File: src/rtl/mem_wb_stage.sv
// Memory-to-writeback pipeline register: captures one instruction per edge,
// drives the register-file write port and keeps one-deep forwarding history.
module mem_wb_stage #(
    parameter int DATA_W    = 32,
    parameter int ADDR_W    = 4,
    parameter bit R0_LOCKED = 1'b1
) (
    input  logic              clk,
    input  logic              rst_n,
    input  logic              in_valid,
    input  logic              stall,
    input  logic              flush,
    input  logic              RegWr,
    input  logic [ADDR_W-1:0] Rd_addr,
    input  logic [1:0]        WB_sel,
    input  logic [DATA_W-1:0] outputOfALU,
    input  logic [DATA_W-1:0] data_out,
    input  logic [DATA_W-1:0] PC,
    output logic              wb_en,
    output logic [ADDR_W-1:0] wb_addr,
    output logic [DATA_W-1:0] wb_data,
    output logic              fwd2_valid,
    output logic [ADDR_W-1:0] fwd2_addr,
    output logic [DATA_W-1:0] fwd2_data,
    output logic [31:0]       retired_count
);

    logic              capture;
    logic [DATA_W-1:0] sel_data;

    logic              stage_valid_d, stage_valid_q;
    logic              stage_regwr_d, stage_regwr_q;
    logic [ADDR_W-1:0] stage_addr_d,  stage_addr_q;
    logic [DATA_W-1:0] stage_data_d,  stage_data_q;
    logic              fwd2_valid_d,  fwd2_valid_q;
    logic [ADDR_W-1:0] fwd2_addr_d,   fwd2_addr_q;
    logic [DATA_W-1:0] fwd2_data_d,   fwd2_data_q;
    logic [31:0]       retired_count_d, retired_count_q;

    // Write enable comes only from stage flops, so reset kills it immediately.
    assign wb_en = stage_valid_q & stage_regwr_q
                 & ~(R0_LOCKED & (stage_addr_q == '0));

    always_comb begin
        capture = in_valid & ~stall & ~flush;

        case (WB_sel)
            2'b01:   sel_data = data_out;
            2'b10:   sel_data = PC + DATA_W'(1);
            default: sel_data = outputOfALU;
        endcase

        stage_valid_d   = capture;
        stage_regwr_d   = stage_regwr_q;
        stage_addr_d    = stage_addr_q;
        stage_data_d    = stage_data_q;
        retired_count_d = retired_count_q;

        // The counter advances on the edge that loads a valid slot, so it
        // moves together with the write-back it accounts for.
        if (capture) begin
            stage_regwr_d   = RegWr;
            stage_addr_d    = Rd_addr;
            stage_data_d    = sel_data;
            retired_count_d = retired_count_q + 32'd1;
        end

        fwd2_valid_d = wb_en;
        fwd2_addr_d  = fwd2_addr_q;
        fwd2_data_d  = fwd2_data_q;
        if (wb_en) begin
            fwd2_addr_d = stage_addr_q;
            fwd2_data_d = stage_data_q;
        end
    end

    always_ff @(posedge clk or negedge rst_n) begin
        if (!rst_n) begin
            stage_valid_q   <= 1'b0;
            stage_regwr_q   <= 1'b0;
            stage_addr_q    <= '0;
            stage_data_q    <= '0;
            fwd2_valid_q    <= 1'b0;
            fwd2_addr_q     <= '0;
            fwd2_data_q     <= '0;
            retired_count_q <= '0;
        end else begin
            stage_valid_q   <= stage_valid_d;
            stage_regwr_q   <= stage_regwr_d;
            stage_addr_q    <= stage_addr_d;
            stage_data_q    <= stage_data_d;
            fwd2_valid_q    <= fwd2_valid_d;
            fwd2_addr_q     <= fwd2_addr_d;
            fwd2_data_q     <= fwd2_data_d;
            retired_count_q <= retired_count_d;
        end
    end

    assign wb_addr       = stage_addr_q;
    assign wb_data       = stage_data_q;
    assign fwd2_valid    = fwd2_valid_q;
    assign fwd2_addr     = fwd2_addr_q;
    assign fwd2_data     = fwd2_data_q;
    assign retired_count = retired_count_q;

endmodule

File: config.mk
export PLATFORM = sky130hd
export DESIGN_NAME = mem_wb_stage
export DESIGN_NICKNAME = d
export VERILOG_FILES = /design/src/rtl/mem_wb_stage.sv
export SDC_FILE = /design/constraint.sdc
export NUM_CORES = 1
export LEC_CHECK = 0
export CORE_MARGIN = 5
export CORE_UTILIZATION = 41
export CTS_BUF_LIST = sky130_fd_sc_hd__clkbuf_2 sky130_fd_sc_hd__clkbuf_4 sky130_fd_sc_hd__clkbuf_8
export CTS_CLUSTER_DIAMETER = 30
export DETAILED_ROUTE_END_ITERATION = 7
export HOLD_SLACK_MARGIN = 0.08
export PLACE_DENSITY_LB_ADDON = 0.2
export SLEW_MARGIN = 20
export SYNTH_ARGS = -nofsm -noshare
export SYNTH_HDL_FRONTEND = slang
export SYNTH_SLANG_ARGS = --single-unit
File: constraint.sdc
create_clock -name clk -period 1.76 [get_ports clk]
set_clock_uncertainty 0.05 [all_clocks]
set_input_delay 0.528 -clock clk [delete_from_list [all_inputs] [get_ports clk]]
set_output_delay 0.528 -clock clk [all_outputs]
set_load 0.02 [all_outputs]
==> results.tsv, run 1 <==
stage	metric	value	unit
status	run_status	finished, violations left	
status	violations	setup timing	
placement	port_buffers	213	
synthesis	ys_seq_area_share	49.7	%
clocking	clk_pin_slew	100	ps
sta	setup_viol	9	
sta	fin_crit_sh	110	%
power_and_ir_drop	powerDensity	949	nW/µm²
die	core	12800	µm²
synthesis	yosys-top-cells-area	dfrtp_1 (50%), mux2_2 (7.9%), xnor2_1 (6.7%)	
clocking	cts_root_buffer	clkbuf_8	
worst_hold_path	holdCritPathClass	flop to flop	
routing	finalWirelength	19400	µm
synthesis	avgSynthCellArea	10.2	µm²
synthesis	ys_ff_latch	107	
global_route	grt_max_degree	41	
flow_run	maxCapViolCount	0	
critical_path	r2r_cells	6	
synthesis	yosys.area.top_type	dfrtp_1	
die	dieWidth	125	µm
sta	tightest_slew	508	ps
synthesis	synth_edf_count	0	
global_route	antenna_found_initial	1	
critical_path	r2r_setup_slack	-50	ps
sta	drv_slew	0	
worst_hold_path	whs_path_depth	1	
routing	wl_per_cell	18.4	µm
cells_and_area	fin_nets	988	
synthesis	ys.flop_type	dfrtp_1	
global_route	grt_pass1_vias	6020	
placement	dp_hpwl	15100	µm
synthesis	syn_inst	528	
synthesis	synth_warnings	0	
routing	drt_iter0_drc	353	
die	dieArea	15500	µm²
clocking	clock_sinks	107	
critical_path	critPathMaxFanout	2	
global_route	overflow	0	
routing	ant_nets	0	
global_route	grt_pass1_wl	31300	µm
die	start_util	42.2	%
sta	max_freq	518	MHz
die	io_pins	214	
cells_and_area	diodes	0	
power_and_ir_drop	fin_total_pwr	8760	µW
sta	min_period	1930	ps
clocking	clk_latency	380	ps
sta	finalHoldViolations	0	
clocking	clockBufferDepth	2	
synthesis	synth_async_sr_flop_share	100	%
critical_path	worstSetupPathType	flop to output port	
cells_and_area	final_common_cell	buf_4	
cells_and_area	final_cell_mix	buf_4 (139), dfrtp_1 (107), clkdlybuf4s50_1 (73)	
routing	vias	5631	
critical_path	endpoint_kind	output port	
placement	place_ws	-940	ps
die	die_y	125	µm
routing	drt_first_pass_iters	5	
critical_path	arrival	1350	ps
power_and_ir_drop	vdd_drop_max	526	µV
cells_and_area	fillers	928	
sta	fin_ws	-169	ps
sta	slew_headroom	66.1	%
die	num_rows	41	
critical_path	cp.required	1180	ps
clocking	cts_buffers	9	
routing	avgViaCountPerCell	5.35	
synthesis	synth_cell_types	46	
cells_and_area	multi_input_area	2930	µm²
clocking	cts_tree	built	
cells_and_area	area_growth	71.3	%
placement	gp_congestion	0.946	
synthesis	netlist.area_leader.share	49.7	%
clocking	htree_levels	3	
cells_and_area	regArea	2680	µm²
synthesis	syn_nets	640	
routing	drc	0	
critical_path	cp-start-kind	flop	
cells_and_area	drive_above_1_share	36.1	%
sta	grt_setup_unrepaired	yes	
global_route	grt_use_total	24.7	%
power_and_ir_drop	leakage	0.00429	µW
synthesis	synth_area	5390	µm²
-- per-stage QoR --
stage | instances | hold slack, ps | utilization [%] | instance area [µm²] | setup TNS (ps)
3_5_place_dp | 1018 | 315 | 69.0 | 8820 | -41000
5_1_grt | 1053 | 438 | 72.3 | 9240 | -884
2_1_floorplan | 528 | 182 | - | 5550 | -3150
6_report | 1053 | 414 | 72.3 | 9240 | -417
4_1_cts | 1047 | 422 | 71.5 | 9130 | -287
3_3_place_gp | 1018 | 315 | 69.0 | 8820 | -38900
-- per-layer routing --
layer  part of all wire, %  vias up  track usage [%]
li1                      -     2608                -
met1                    40     2735             29.9
met2                    51      239             44.1
met3                   6.0       47             4.97
met4                   2.4        2             7.93
met5                 0.067        -                0
-- path summary, 6_finish.rpt --
kind	to	startpoint
min reg2reg	retired_count[31]	retired_count[31]
max in group asynchronous	wb_data[6]	rst_n
max	wb_en	wb_addr[2]
min in group asynchronous	fwd2_data[2]	rst_n
max reg2reg	retired_count[31]	retired_count[1]
min	retired_count[31]	retired_count[31]
-- area by class of cell --
cell class                 count  share of cell area, %
inverter                      17                  0.718
timing repair buffer         365                   33.5
sequential                   107                   29.0
tap                          172                   2.33
clock inverter                 5                   1.18
clock buffer                  11                   1.57
multi-input combinational    376                   31.7
-- power breakdown --
part	internal [µW]	switching, µW
Combinational	1610	1820
Sequential	3070	394
Clock	1010	867
Total	5690	3080
-- flip-flops by register name, indices dropped and copies added (netlist names) --
name,count
wb_addr,4
stage_regwr_q,1
fwd2_valid,1
fwd2_addr,4
retired_count,32
fwd2_data,32
stage_valid_q,1
wb_data,32
-- timing repair --
item,4_1_cts,5_1_grt
hold buffers,1,0
pin swaps,34,28
resized for setup,269,92
setup buffers,12,8
hold endpoints to repair,6,0
setup endpoints to repair,162,56
-- critical path, stage by stage (launching register included) --
cell and delay (ps):
dfrtp_1 400, nor4_2 260, buf_4 150, nor2_4 30
buf_6 120
-- logic make-up after synthesis --
group                      synth area share, %
DFF                                       49.7
muxes                                     7.94
buffers and inverters                     3.16
adders and majority gates                0.928
AOI/OAI and AO/OA                         12.4
xor gates and xnor gates                  8.93
and+or+nand+nor                           16.9
-- synthesized netlist by cell type (all sizes together), types with 14 or more instances --
master	instances
mux2	38
inv	17
xnor2	41
nor2	24
dfrtp	107
nand2	55
a221oi	22
nand3	19
o21ai	40
clkbuf	26
nand4	17
xor2	14
(Power assumes the default switching activity.)
==> run 2: changes to the inputs <==
--- a/config.mk
+++ b/config.mk
@@ -10,7 +10,7 @@
 export CTS_BUF_LIST = sky130_fd_sc_hd__clkbuf_2 sky130_fd_sc_hd__clkbuf_4 sky130_fd_sc_hd__clkbuf_8
 export CTS_CLUSTER_DIAMETER = 30
 export DETAILED_ROUTE_END_ITERATION = 7
-export HOLD_SLACK_MARGIN = 0.08
+export HOLD_SLACK_MARGIN = 0.12
 export PLACE_DENSITY_LB_ADDON = 0.2
 export SLEW_MARGIN = 20
 export SYNTH_ARGS = -nofsm -noshare
==> results of run 2 <==
Final layout, timing and power as in run 1 (identical DEF).
